===== src/rtl/dce_cerr_pkg.sv =====
// Shared widths, types and helpers for the DCE correctable-error logger.
// The DCE_CERR_TOTAL_CNT_EN build option is handled in dce_cerr_logger.
package dce_cerr_pkg;

    localparam int W_CNT_DEF  = 8;
    localparam int W_INFO_DEF = 20;

    typedef logic [W_CNT_DEF-1:0]  cerr_cnt_t;
    typedef logic [W_INFO_DEF-1:0] cerr_info_t;

    function automatic logic [5:0] popcount(input logic [31:0] v);
        logic [5:0] c;
        c = '0;
        for (int i = 0; i < 32; i++) begin
            c = c + 6'(v[i]);
        end
        return c;
    endfunction

endpackage


===== src/rtl/dce_cerr_pri_sel.sv =====
// Counts the active error strobes and selects the lowest-index active source
// together with its info field. Purely combinational.
module dce_cerr_pri_sel
    import dce_cerr_pkg::*;
#(
    parameter int NUM_SRC = 4,
    parameter int W_INFO  = W_INFO_DEF,
    localparam int PW     = $clog2(NUM_SRC + 1),
    localparam int SW     = (NUM_SRC > 1) ? $clog2(NUM_SRC) : 1
) (
    input  logic [NUM_SRC-1:0]        ev,
    input  logic [NUM_SRC*W_INFO-1:0] info_vec,
    output logic [PW-1:0]             pop,
    output logic [SW-1:0]             sel_idx,
    output logic [W_INFO-1:0]         sel_info
);

    logic [31:0] ev_ext;

    assign ev_ext = 32'(ev);
    assign pop    = PW'(popcount(ev_ext));

    // Scan from the top down so the lowest-index active source is written last.
    always_comb begin
        sel_idx  = '0;
        sel_info = '0;
        for (int i = NUM_SRC - 1; i >= 0; i--) begin
            if (ev[i]) begin
                sel_idx  = SW'(i);
                sel_info = info_vec[i*W_INFO +: W_INFO];
            end
        end
    end

endmodule


===== src/rtl/dce_cerr_logger.sv =====
// DCE correctable-error status/interrupt logger (ErrVld/ErrOvf/ErrCount/ErrSrc/ErrInfo, irq_c).
// Define DCE_CERR_TOTAL_CNT_EN to add the saturating 32-bit err_total_cnt debug counter.
module dce_cerr_logger
    import dce_cerr_pkg::*;
#(
    parameter int NUM_SRC = 4,
    parameter int W_CNT   = W_CNT_DEF,
    parameter int W_INFO  = W_INFO_DEF,
    localparam int SW     = (NUM_SRC > 1) ? $clog2(NUM_SRC) : 1
) (
    input  logic                      clk,
    input  logic                      resetn,
    input  logic [NUM_SRC-1:0]        err_det_vec,
    input  logic [NUM_SRC*W_INFO-1:0] err_info_vec,
    input  logic                      ErrDetEn,
    input  logic                      ErrIntEn,
    input  logic [W_CNT-1:0]          ErrThreshold,
    input  logic                      ErrVld_w1c_en,
    input  logic                      ErrOvf_w1c_en,
    output logic                      ErrVld,
    output logic                      ErrOvf,
    output logic [W_CNT-1:0]          ErrCount,
    output logic [SW-1:0]             ErrSrc,
    output logic [W_INFO-1:0]         ErrInfo,
    output logic                      irq_c
`ifdef DCE_CERR_TOTAL_CNT_EN
    ,
    output logic [31:0]               err_total_cnt
`endif
);

    localparam int PW   = $clog2(NUM_SRC + 1);
    localparam int SUMW = W_CNT + 3;

    logic [NUM_SRC-1:0] ev;
    logic [PW-1:0]      pop;
    logic [SW-1:0]      sel_idx;
    logic [W_INFO-1:0]  sel_info;
    logic [SUMW-1:0]    sum;
    logic               over;
    logic               ovf_set;

    logic              err_vld_q, err_vld_d;
    logic              err_ovf_q, err_ovf_d;
    logic [W_CNT-1:0]  err_cnt_q, err_cnt_d;
    logic [SW-1:0]     err_src_q, err_src_d;
    logic [W_INFO-1:0] err_info_q, err_info_d;
    logic              irq_q, irq_d;

    assign ev   = err_det_vec & {NUM_SRC{ErrDetEn}};
    assign sum  = {3'b000, err_cnt_q} + SUMW'(pop);
    assign over = sum > {3'b000, ErrThreshold};

    dce_cerr_pri_sel #(
        .NUM_SRC (NUM_SRC),
        .W_INFO  (W_INFO)
    ) u_pri_sel (
        .ev       (ev),
        .info_vec (err_info_vec),
        .pop      (pop),
        .sel_idx  (sel_idx),
        .sel_info (sel_info)
    );

    // A W1C of ErrVld clears first; errors in the same cycle are then either counted or overflow.
    always_comb begin
        err_vld_d  = err_vld_q;
        err_cnt_d  = err_cnt_q;
        err_src_d  = err_src_q;
        err_info_d = err_info_q;
        ovf_set    = 1'b0;
        if (ErrVld_w1c_en) begin
            err_vld_d = 1'b0;
            err_cnt_d = '0;
            if (pop != '0) begin
                if (err_vld_q || over) begin
                    ovf_set = 1'b1;
                end else begin
                    err_cnt_d = W_CNT'(pop);
                end
            end
        end else if (pop != '0) begin
            if (err_vld_q) begin
                ovf_set = 1'b1;
            end else if (over) begin
                err_vld_d  = 1'b1;
                err_cnt_d  = ErrThreshold;
                err_src_d  = sel_idx;
                err_info_d = sel_info;
            end else begin
                err_cnt_d = sum[W_CNT-1:0];
            end
        end
        err_ovf_d = ovf_set | (err_ovf_q & ~ErrOvf_w1c_en);
        irq_d     = err_vld_d & ErrIntEn;
    end

    always_ff @(posedge clk or negedge resetn) begin
        if (!resetn) begin
            err_vld_q  <= 1'b0;
            err_ovf_q  <= 1'b0;
            err_cnt_q  <= '0;
            err_src_q  <= '0;
            err_info_q <= '0;
            irq_q      <= 1'b0;
        end else begin
            err_vld_q  <= err_vld_d;
            err_ovf_q  <= err_ovf_d;
            err_cnt_q  <= err_cnt_d;
            err_src_q  <= err_src_d;
            err_info_q <= err_info_d;
            irq_q      <= irq_d;
        end
    end

    assign ErrVld   = err_vld_q;
    assign ErrOvf   = err_ovf_q;
    assign ErrCount = err_cnt_q;
    assign ErrSrc   = err_src_q;
    assign ErrInfo  = err_info_q;
    assign irq_c    = irq_q;

`ifdef DCE_CERR_TOTAL_CNT_EN
    logic [31:0] total_q, total_d;
    logic [32:0] total_sum;

    // Statistics counter ignores ErrVld and both W1Cs; it only saturates.
    assign total_sum = {1'b0, total_q} + 33'(pop);

    always_comb begin
        total_d = total_q;
        if (ErrDetEn) begin
            total_d = total_sum[32] ? 32'hFFFF_FFFF : total_sum[31:0];
        end
    end

    always_ff @(posedge clk or negedge resetn) begin
        if (!resetn) begin
            total_q <= '0;
        end else begin
            total_q <= total_d;
        end
    end

    assign err_total_cnt = total_q;
`endif

endmodule

===== config.mk =====
export PLATFORM = sky130hd
export DESIGN_NAME = dce_cerr_logger
export DESIGN_NICKNAME = d
export VERILOG_FILES = /design/src/rtl/dce_cerr_pkg.sv /design/src/rtl/dce_cerr_pri_sel.sv /design/src/rtl/dce_cerr_logger.sv
export SDC_FILE = /design/constraint.sdc
export NUM_CORES = 1
export LEC_CHECK = 0
export BUFFER_PORTS_ARGS = -buffer_cell sky130_fd_sc_hd__buf_2
export CAP_MARGIN = 20
export CORE_MARGIN = 1
export CORE_UTILIZATION = 25
export DETAILED_ROUTE_END_ITERATION = 12
export GPL_ROUTABILITY_DRIVEN = 0
export GPL_TIMING_DRIVEN = 0
export PLACE_DENSITY = 0.51
export SLEW_MARGIN = 20
export SYNTH_ARGS = -nofsm -noshare
export SYNTH_HDL_FRONTEND = slang
export SYNTH_HIERARCHICAL = 1
export SYNTH_SLANG_ARGS = --single-unit
export TNS_END_PERCENT = 30

===== constraint.sdc =====
create_clock -name clk -period 3 [get_ports clk]
set_input_delay 0.6 -clock clk [delete_from_list [all_inputs] [get_ports clk]]
set_output_delay 0.6 -clock clk [all_outputs]
set_load 0.01 [all_outputs]

==> results of run 1 <==
==> layer usage <==
layer  track usage  share of wire  up-vias
met5             0              0        -
met4        0.0238         0.0049        0
met3        0.0291          0.054        4
met2         0.248           0.48       66
met1         0.190           0.46     1141
li1              -              -     1197
==> cells in the mapped netlist (all sizes together) <==
| master | instances | area [um^2] |
|---|---|---|
| fa | 2 | 40.0 |
| nand2b | 1 | 8.76 |
| nand2 | 9 | 33.8 |
| and3b | 1 | 8.76 |
| dfrtp | 33 | 826 |
| xor2 | 2 | 17.5 |
| and4b | 1 | 10.0 |
| o221ai | 1 | 8.76 |
| o21a | 1 | 7.51 |
| mux2 | 22 | 323 |
| nor2b | 3 | 26.3 |
| a21oi | 26 | 201 |
| nand3 | 1 | 5.00 |
| o22a | 1 | 8.76 |
| o32ai | 2 | 43.8 |
| nand4 | 4 | 25.0 |
| or3b | 1 | 8.76 |
| ha | 13 | 163 |
| or3 | 1 | 6.26 |
| a22oi | 20 | 245 |
| and2 | 5 | 31.3 |
| a32oi | 3 | 26.3 |
| inv | 16 | 60.1 |
| o22ai | 20 | 188 |
| o21ai | 10 | 50.0 |
| o311ai | 1 | 8.76 |
| nor3 | 4 | 20.0 |
| mux2i | 7 | 70.1 |
| nor2 | 6 | 30.0 |
| a21o | 1 | 7.51 |
| xnor2 | 4 | 35.0 |
| a211oi | 1 | 7.51 |
| buf | 15 | 130 |
==> power breakdown <==
part | total [W] | leakage (nW) | internal, W | switching, W
sequential | 0.000610 | 0.446 | 0.000543 | 0.0000665
clock | 0.000353 | 0.0443 | 0.000182 | 0.000171
combinational | 0.000789 | 1.39 | 0.000416 | 0.000373
total | 0.00175 | 1.88 | 0.00114 | 0.000610
==> worst reg2reg max path, stage by stage (launching register included) <==
cell	delay, ns
dfrtp_1	0.43
ha_4	0.19
fa_2	0.37
a21o_1	0.20
nand4_1	0.16
xnor2_2	0.10
ha_1	0.33
nand4_1	0.19
nor3_2	0.33
o32ai_4	0.16
buf_6	0.17
buf_6	0.11
or3b_4	0.38
o221ai_2	0.06
==> cell families (layout without fill, tap and decap cells) <==
kind of cell	Yosys count	after routing
muxes	29	29
DFF	33	33
AOI/OAI and AO/OA	87	87
adders and majority gates	15	15
buffers and inverters	31	181
xor gates and xnor gates	6	6
and+or+nand+nor	37	37
==> through the flow <==
step	std cells	TNS [ns]	cell area (um^2)	utilization	hold slack (ns)
detailed placement	504	-53.61	3560	0.344	0.493
CTS	522	-38.07	3790	0.366	0.435
global route	524	-44.04	3870	0.373	0.468
global placement	504	-53.40	3560	0.344	0.488
floorplan	238	-37.48	2740	-	0.304
finish	524	-39.83	3870	0.373	0.402
==> sequential cells by signal, summed over array words and instances, names as in the netlist <==
signal	cells
ErrCount	8
ErrInfo	20
ErrOvf	1
ErrSrc	2
ErrVld	1
irq_c	1
==> cell type report <==
cell class | instances | area share
multi-input cells | 174 | 0.464
clock buffers | 7 | 0.0223
inverters | 16 | 0.0175
well taps | 136 | 0.0440
repair buffers | 145 | 0.205
flip-flops and latches | 33 | 0.213
plain buffers | 13 | 0.0333
==> worst min-delay path by stage <==
stage	to	slack [ns]	depth (start not counted)
after floorplan	ErrCount[0]	0.30	0
after global placement	ErrInfo[12]	0.49	1
after detailed placement	ErrInfo[6]	0.49	1
after CTS	ErrCount[6]	0.44	1
after global routing	ErrCount[6]	0.47	1
final	ErrCount[6]	0.40	1
==> repair_timing <==
item                                    CTS  global route
buffers inserted                         11             4
pin swaps                                13            19
gates resized for setup                  15            22
endpoints found under the setup margin   33            33
gates cloned                              1             0
endpoints found under the hold margin     0             0
==> flow_metrics.py, run 1 <==
metrics = {
    "outcome": {
        "status": "finished, violations left",
        "failed_checks": "setup timing",
    },
    "final_layout": {
        "nFillCells": 1071,
        "multi_input_area_um2": 1800,
        "diodes": 0,
        "layout_common_cells": "130 x buf_2, 33 x dfrtp_1, 22 x a21oi_2",
        "regArea_um2": 826,
        "area_growth_syn_to_layout_pct": 44.4,
        "nets": 501,
        "drive_above_1_share": 0.675,
        "layout_commonest_cell": "buf_2",
    },
    "die": {
        "die-width_um": 106,
        "die_h_um": 106,
        "num_rows": 37,
        "io-pin-count": 131,
        "core_um2": 10400,
        "start_util": 0.259,
        "die_area_um2": 11100,
    },
    "timing": {
        "setup_viol": 33,
        "timing.fmax_ghz": 0.234,
        "layout_setup_ws_ns": -1.27,
        "fin_crit_sh": 1.42,
        "worst_slew_pin_slew_ns": 0.814,
        "rsz0062_at_grt": "true",
        "skew_ns": 0.0124,
        "min_period_ns": 4.27,
        "relSlewSlack": 0.453,
        "drv_slew": 0,
        "hold_violations": 0,
    },
    "cts": {
        "clkLatencyLatePin_ns": 0.29,
        "clkTransAtPathRegs_ns": 0.08,
        "cts_num_sinks": 33,
        "cts_tree": "built",
        "htreeDepth": 2,
        "cts-buffers-inserted": 5,
        "cts_hold_buf": 0,
        "cts_root_buf": "clkbuf_8",
        "clockBufferDepth": 2,
    },
    "routing": {
        "antenna_left": 0,
        "vias": 2408,
        "drc_errors": 0,
        "totalWireLength_um": 7900,
        "drtIter0Drc": 55,
        "viasPerCell": 4.60,
        "routedWlPerCell_um": 15.1,
        "drt_pass1_iterations": 4,
    },
    "worst_setup_path": {
        "cp_slowest_stage_delay_ns": 0.55,
        "r2r_cells": 13,
        "end_kind": "register",
        "worstPathRequired_ns": 3.20,
        "rr_endpoint": "ErrOvf",
        "cp.buffers_inverters": 5,
        "path_class": "input port to register",
        "crit_slowest_cell": "fa_1",
        "crit_fanout": 4,
        "r2r_setup_slack_ns": -0.28,
        "path_cells": "buf_8 -> and2_4 -> inv_8 -> fa_1 -> inv_2 -> ha_4 -> ha_4 -> fa_2 -> a21o_1 -> nand4_1 -> xnor2_2 -> ha_1 -> nand4_1 -> nor3_2 -> o32ai_4 -> buf_6 -> buf_6 -> or3b_4 -> o221ai_2",
        "r2r_start": "ErrCount[0]",
        "crit_path_start": "ErrDetEn",
        "cp_top_family": "adder cells",
        "cp-endpoint": "ErrOvf",
        "arrival_ns": 4.47,
        "crit_cells": 19,
        "startpoint_type": "input port",
    },
    "synthesis": {
        "ys_seq_area_frac": 0.308,
        "synth_top_family_by_area": "compound AO/OA/AOI/OAI gates",
        "syn_inst": 238,
        "synth_compound_area_frac": 0.300,
        "synthSimpleGateAreaFrac": 0.0798,
        "synthMuxAreaShare": 0.147,
        "synth_area_um2": 2680,
        "syn-num-nets": 351,
        "synth_cell_type_count": 45,
        "yosysWarnings": 6,
        "synth-seq-cells": 33,
        "synthAdderAreaFrac": 0.0756,
        "syn_area_per_cell_um2": 11.3,
        "synth_xor_area_frac": 0.0196,
    },
    "placement": {
        "io_buffers": 130,
        "hpwlAfterDp_um": 5930,
        "pre_cts_ws_ns": -1.70,
    },
    "pwr": {
        "power_w": 0.00175,
        "ir_drop_uv": 210,
        "p_per_area_nw_per_um2": 453,
        "leakage_nw": 1.88,
    },
    "global_routing": {
        "grt_max_degree": 34,
        "grt_pass1_vias": 2582,
        "grt_pass1_wl_um": 12900,
        "antenna_found_initial": 0,
        "gr-total-overflow": 0,
        "grt_util_all_layers": 0.145,
    },
    "run": {
        "drv_cap": 0,
    },
    "hold_path": {
        "hold_path.class": "input port to asynchronous set/reset pin",
    },
}
Power figures use the tool's default switching activity.
==> run 2: changes to the inputs <==
--- a/config.mk
+++ b/config.mk
@@ -11,5 +11,4 @@
 export CORE_UTILIZATION = 25
 export DETAILED_ROUTE_END_ITERATION = 12
-export GPL_ROUTABILITY_DRIVEN = 0
 export GPL_TIMING_DRIVEN = 0
 export PLACE_DENSITY = 0.51
==> constraint.sdc (replaced) <==
create_clock -name clk -period 3 [get_ports clk]
set_input_delay 0.6 -clock clk [delete_from_list [all_inputs] [get_ports clk]]
set_output_delay 0.6 -clock clk [all_outputs]
set_load 0.05 [all_outputs]
==> flow_metrics.py, run 2 (synthesized netlist as in run 1, its figures left out) <==
metrics = {
    "final_layout": {
        "nets": 511,
        "diodes": 0,
        "layout_commonest_cell": "buf_2",
        "area_growth_syn_to_layout_pct": 48.5,
        "drive_above_1_share": 0.674,
        "layout_common_cells": "130 x buf_2, 33 x dfrtp_1, 22 x mux2_4",
        "fin_util": 0.384,
        "largest_register_ff_count": 20,
    },
    "die": {
        "num_rows": 37,
        "io-pin-count": 131,
        "die_area_um2": 11100,
        "start_util": 0.259,
        "die-width_um": 106,
        "core_um2": 10400,
        "die_h_um": 106,
    },
    "timing": {
        "min_period_ns": 4.15,
        "fin_crit_sh": 1.38,
        "rsz0062_at_grt": "true",
        "setup_viol": 33,
        "drv_slew": 0,
        "layout_setup_ws_ns": -1.15,
        "timing.fmax_ghz": 0.241,
        "holdWs_ns": 0.398,
        "worst_slew_pin_slew_ns": 0.804,
        "relSlewSlack": 0.464,
        "hold_violations": 0,
        "fin_setup_tns_ns": -36.24,
        "skew_ns": 0.00436,
    },
    "cts": {
        "clkTransAtPathRegs_ns": 0.07,
        "cts_num_sinks": 33,
        "clkLatencyLatePin_ns": 0.29,
        "cts_tree": "built",
        "clockBufferDepth": 2,
        "cts_root_buf": "clkbuf_8",
        "htreeDepth": 2,
        "cts-buffers-inserted": 5,
    },
    "global_routing": {
        "grt_pass1_vias": 2595,
        "antenna_found_initial": 0,
        "gr-total-overflow": 0,
        "grt_util_all_layers": 0.146,
        "grt_pass1_wl_um": 12800,
        "grt_max_degree": 34,
    },
    "pwr": {
        "power_frac_comb": 0.525,
        "intPower_w": 0.00117,
        "p_sw_w": 0.000911,
        "p_clk_frac": 0.184,
        "seqPwrFrac": 0.291,
        "p_per_area_nw_per_um2": 522,
        "p_sw_frac": 0.438,
        "ir_drop_uv": 195,
        "power_w": 0.00208,
        "leakage_nw": 1.96,
    },
    "worst_setup_path": {
        "r2r_start": "ErrCount[0]",
        "arrival_ns": 4.33,
        "cp.buffers_inverters": 5,
        "r2r_setup_slack_ns": -0.15,
        "path_cells": "buf_2 -> and2_4 -> inv_2 -> fa_1 -> inv_2 -> ha_4 -> ha_4 -> fa_2 -> a21o_1 -> nand4_1 -> xnor2_2 -> ha_1 -> nand4_1 -> o22a_1 -> o32ai_4 -> nor2_4 -> buf_12 -> clkbuf_16 -> mux2_4",
        "startpoint_type": "input port",
        "crit_path_start": "err_det_vec[3]",
        "crit_slowest_cell": "fa_1",
        "rr_endpoint": "ErrInfo[6]",
        "cp_top_family": "adder cells",
        "worstPathRequired_ns": 3.18,
        "cp_slowest_stage_delay_ns": 0.54,
        "cp-endpoint": "ErrInfo[6]",
        "r2r_cells": 13,
        "crit_cells": 19,
        "path_class": "input port to register",
        "crit_fanout": 5,
        "end_kind": "register",
    },
    "placement": {
        "pre_cts_ws_ns": -1.65,
        "io_buffers": 130,
        "hpwlAfterDp_um": 5740,
        "place_congestion": 0.780,
    },
    "routing": {
        "totalWireLength_um": 7930,
        "antenna_left": 0,
        "drt_pass1_iterations": 4,
        "routedWlPerCell_um": 14.8,
        "viasPerCell": 4.62,
        "vias": 2470,
        "drc_errors": 0,
        "drtIter0Drc": 42,
    },
    "outcome": {
        "status": "finished, violations left",
        "failed_checks": "setup timing",
    },
    "hold_path": {
        "hold_path.class": "input port to asynchronous set/reset pin",
    },
    "run": {
        "drv_cap": 0,
    },
}
## run 2: cell count changes in the layout (fill, tap and decap cells not counted), moves of 2 or more
cell and delta:
buf_4 +6, a21oi_1 +2, a21oi_2 -2, buf_12 +2, mux2_2 -2, mux2_4 +2
## run 2: repair_timing
| action | CTS | global route |
|---|---|---|
| cloned | 1 | 1 |
| setup endpoints to repair | 33 | 33 |
| pin swaps | 4 | 14 |
| buffers inserted | 21 | 2 |
| gates resized for setup | 9 | 20 |
| hold buffers | 0 | 0 |
## run 2: metrics by stage
step                cell area (um^2)  instances
floorplan                       2740        238
global placement                3560        504
detailed placement              3560        504
CTS                             3910        534
global route                    3980        535
finish                          3980        535
## run 2: worst min path at each step
stage / start / endpoint / slack, ns / cells after the start
after floorplan: resetn / ErrCount[0] / 0.30 / 0
after CTS: resetn / ErrCount[6] / 0.42 / 1
after global placement: ErrInfo[15] / ErrInfo[15] / 0.49 / 1
after detailed placement: ErrInfo[9] / ErrInfo[9] / 0.49 / 1
after global routing: resetn / ErrCount[5] / 0.46 / 1
final: resetn / ErrCount[6] / 0.40 / 1
## run 2: power groups by stage
stage | Combinational, W | Clock, W | Sequential [W]
after floorplan | 0.000413 | 0 | 0.000961
after global routing | 0.00117 | 0.000422 | 0.000619
after detailed placement | 0.00105 | 0 | 0.000613
after global placement | 0.00104 | 0 | 0.000612
after CTS | 0.00108 | 0.000406 | 0.000606
final | 0.00109 | 0.000383 | 0.000605
## run 2: final cells by class
cell class,count,area (um^2)
well taps,136,170
repair buffers,154,912
inverters,16,62.6
multi-input cells,174,1760
clock buffers,7,96.3
plain buffers,14,149
flip-flops and latches,33,826
fillers,1054,6390
clock inverters,1,5.00
## run 2: worst register-to-register path, cell delays in order, from the launching register on
cell	delay, ns
dfrtp_1	0.43
ha_4	0.19
fa_2	0.34
a21o_1	0.21
nand4_1	0.15
xnor2_2	0.08
ha_1	0.34
nand4_1	0.19
o22a_1	0.25
o32ai_4	0.20
nor2_4	0.08
buf_12	0.16
clkbuf_16	0.15
mux2_4	0.29
## run 2: metal layers
layer	part of all wire	vias up	track usage
li1	-	1216	-
met1	0.46	1163	0.180
met2	0.47	80	0.252
met3	0.057	11	0.0322
met4	0.014	0	0.0446
met5	0	-	0
==> run 3: changes to the inputs <==
--- a/config.mk
+++ b/config.mk
@@ -12,5 +12,5 @@
 export DETAILED_ROUTE_END_ITERATION = 12
 export GPL_TIMING_DRIVEN = 0
-export PLACE_DENSITY = 0.51
+export PLACE_DENSITY = 0.61
 export SLEW_MARGIN = 20
 export SYNTH_ARGS = -nofsm -noshare
@@ -18,3 +18,2 @@
 export SYNTH_HIERARCHICAL = 1
 export SYNTH_SLANG_ARGS = --single-unit
-export TNS_END_PERCENT = 30
==> constraint.sdc (replaced) <==
create_clock -name clk -period 3 [get_ports clk]
set_input_delay 0.6 -clock clk [delete_from_list [all_inputs] [get_ports clk]]
set_output_delay 0.6 -clock clk [all_outputs]
set_load 0.1 [all_outputs]
==> flow_metrics.py, run 3 (synthesized netlist as in run 1, its figures left out) <==
metrics = {
    "worst_setup_path": {
        "r2r_cells": 13,
        "worstPathRequired_ns": 3.17,
        "cp_slowest_stage_delay_ns": 0.55,
        "rr_endpoint": "ErrInfo[19]",
        "crit_fanout": 5,
        "arrival_ns": 4.32,
        "path_class": "input port to register",
        "cp_top_family": "adder cells",
        "cp.buffers_inverters": 5,
        "crit_slowest_cell": "fa_1",
        "r2r_start": "ErrCount[0]",
        "path_cells": "buf_8 -> and2_4 -> inv_2 -> fa_1 -> inv_2 -> ha_4 -> ha_4 -> fa_2 -> a21o_1 -> nand4_1 -> xnor2_2 -> ha_1 -> nand4_1 -> o22a_1 -> o32ai_4 -> nor2_4 -> buf_12 -> buf_12 -> mux2_4",
        "r2r_setup_slack_ns": -0.19,
        "end_kind": "register",
        "startpoint_type": "input port",
    },
    "cts": {
        "cts_num_sinks": 33,
        "clockBufferDepth": 2,
        "clkLatencyLatePin_ns": 0.29,
        "cts-buffers-inserted": 5,
        "cts_hold_buf": 0,
        "htreeDepth": 2,
        "cts_root_buf": "clkbuf_8",
        "cts_tree": "built",
        "clkTransAtPathRegs_ns": 0.07,
    },
    "timing": {
        "min_period_ns": 4.15,
        "hold_violations": 0,
        "relSlewSlack": 0.456,
        "setup_viol": 33,
        "rsz0062_at_grt": "true",
        "fin_crit_sh": 1.38,
        "holdWs_ns": 0.407,
        "drv_slew": 0,
        "timing.fmax_ghz": 0.241,
        "worst_slew_pin_slew_ns": 0.817,
        "skew_ns": 0.00867,
        "layout_setup_ws_ns": -1.15,
    },
    "final_layout": {
        "drive_above_1_share": 0.682,
        "nFillCells": 1025,
        "layout_commonest_cell": "buf_2",
        "nets": 505,
        "multi_input_area_um2": 1780,
        "fin_util": 0.379,
        "regArea_um2": 826,
        "area_growth_syn_to_layout_pct": 46.6,
        "layout_common_cells": "131 x buf_2, 33 x dfrtp_1, 21 x a21oi_2",
        "instances_no_fill": 529,
        "largest_register_ff_count": 20,
        "diodes": 0,
        "layout.cell_area.non_filler_um2": 3930,
    },
    "global_routing": {
        "antenna_found_initial": 0,
        "grt_pass1_vias": 2617,
        "grt_util_all_layers": 0.149,
        "grt_pass1_wl_um": 13100,
        "grt_max_degree": 34,
        "gr-total-overflow": 0,
    },
    "placement": {
        "hpwlAfterDp_um": 6060,
        "place_congestion": 0.806,
        "io_buffers": 130,
        "dpl-instance-area_um2": 3570,
        "dp.cells": 504,
        "pre_cts_ws_ns": -1.69,
    },
    "die": {
        "die_h_um": 106,
        "die_area_um2": 11100,
        "io-pin-count": 131,
        "num_rows": 37,
        "core_um2": 10400,
        "start_util": 0.259,
        "die-width_um": 106,
    },
    "outcome": {
        "failed_checks": "setup timing",
        "status": "finished, violations left",
    },
    "routing": {
        "drtIter0Drc": 71,
        "antenna_left": 0,
        "drt_pass1_iterations": 4,
        "vias": 2469,
        "totalWireLength_um": 8140,
        "viasPerCell": 4.67,
        "routedWlPerCell_um": 15.4,
        "drc_errors": 0,
    },
    "pwr": {
        "p_per_area_nw_per_um2": 629,
        "leakage_nw": 1.91,
        "ir_drop_uv": 351,
    },
    "run": {
        "drv_cap": 0,
    },
    "hold_path": {
        "hold_path.class": "input port to asynchronous set/reset pin",
    },
}
-- run 3: cell count changes in the layout (fill, tap and decap cells not counted), moves of 2 or more --
| cell | delta |
|---|---|
| buf_4 | -4 |
| buf_6 | -2 |
| mux2_2 | +2 |
| mux2_4 | -2 |
| o21ai_0 | -7 |
| o21ai_1 | +8 |
-- run 3: final cells by class --
type / instances / area share
multi-input combinational: 174 / 0.453
buffer: 14 / 0.0357
sequential: 33 / 0.210
inverter: 16 / 0.0172
clock inverter: 1 / 0.00127
clock buffer: 7 / 0.0245
timing repair buffer: 148 / 0.215
tap: 136 / 0.0433
-- run 3: timing repair --
action | CTS | global route
endpoints found under the setup margin | 33 | 33
resized for setup | 17 | 14
buffers inserted | 11 | 6
cloned | 3 | 0
pin swaps | 15 | 14
-- run 3: per-layer routing --
metal,part of all wire,vias up,GRT usage
li1,-,1202,-
met1,0.43,1175,0.179
met2,0.51,82,0.269
met3,0.054,10,0.0322
met4,0.011,0,0.0367
met5,0,-,0
-- run 3: worst max-delay path by stage --
stage	from	endpoint	slack (ns)	cells past startpoint
2_1_floorplan	err_det_vec[0]	ErrInfo[0]	-1.23	18
3_3_place_gp	ErrDetEn	ErrInfo[18]	-1.64	19
3_5_place_dp	ErrDetEn	ErrInfo[19]	-1.69	19
4_1_cts	ErrDetEn	ErrInfo[19]	-1.25	19
5_1_grt	ErrDetEn	ErrInfo[7]	-1.35	19
6_report	ErrDetEn	ErrInfo[19]	-1.15	19
-- run 3: report_power, final --
| part | total [W] | switching (W) | internal, W |
|---|---|---|---|
| combinational | 0.00148 | 0.00107 | 0.000416 |
| clock | 0.000383 | 0.000176 | 0.000208 |
| sequential | 0.000608 | 0.0000651 | 0.000543 |
-- run 3: worst reg2reg max path, delay by kind of cell (launching register included) --
kind / cells / cell delay (ns)
AOI/OAI and AO/OA: 3 / 0.63
xor gates and xnor gates: 1 / 0.08
adders and majority gates: 3 / 0.90
buffers and inverters: 2 / 0.30
DFF: 1 / 0.42
muxes: 1 / 0.30
and+or+nand+nor: 3 / 0.43
-- run 3: stage by stage --
step | total power (W) | setup TNS (ns)
2_1_floorplan | 0.00176 | -38.48
3_3_place_gp | 0.00203 | -51.66
3_5_place_dp | 0.00205 | -53.39
4_1_cts | 0.00248 | -39.35
5_1_grt | 0.00261 | -42.88
6_report | 0.00247 | -36.10
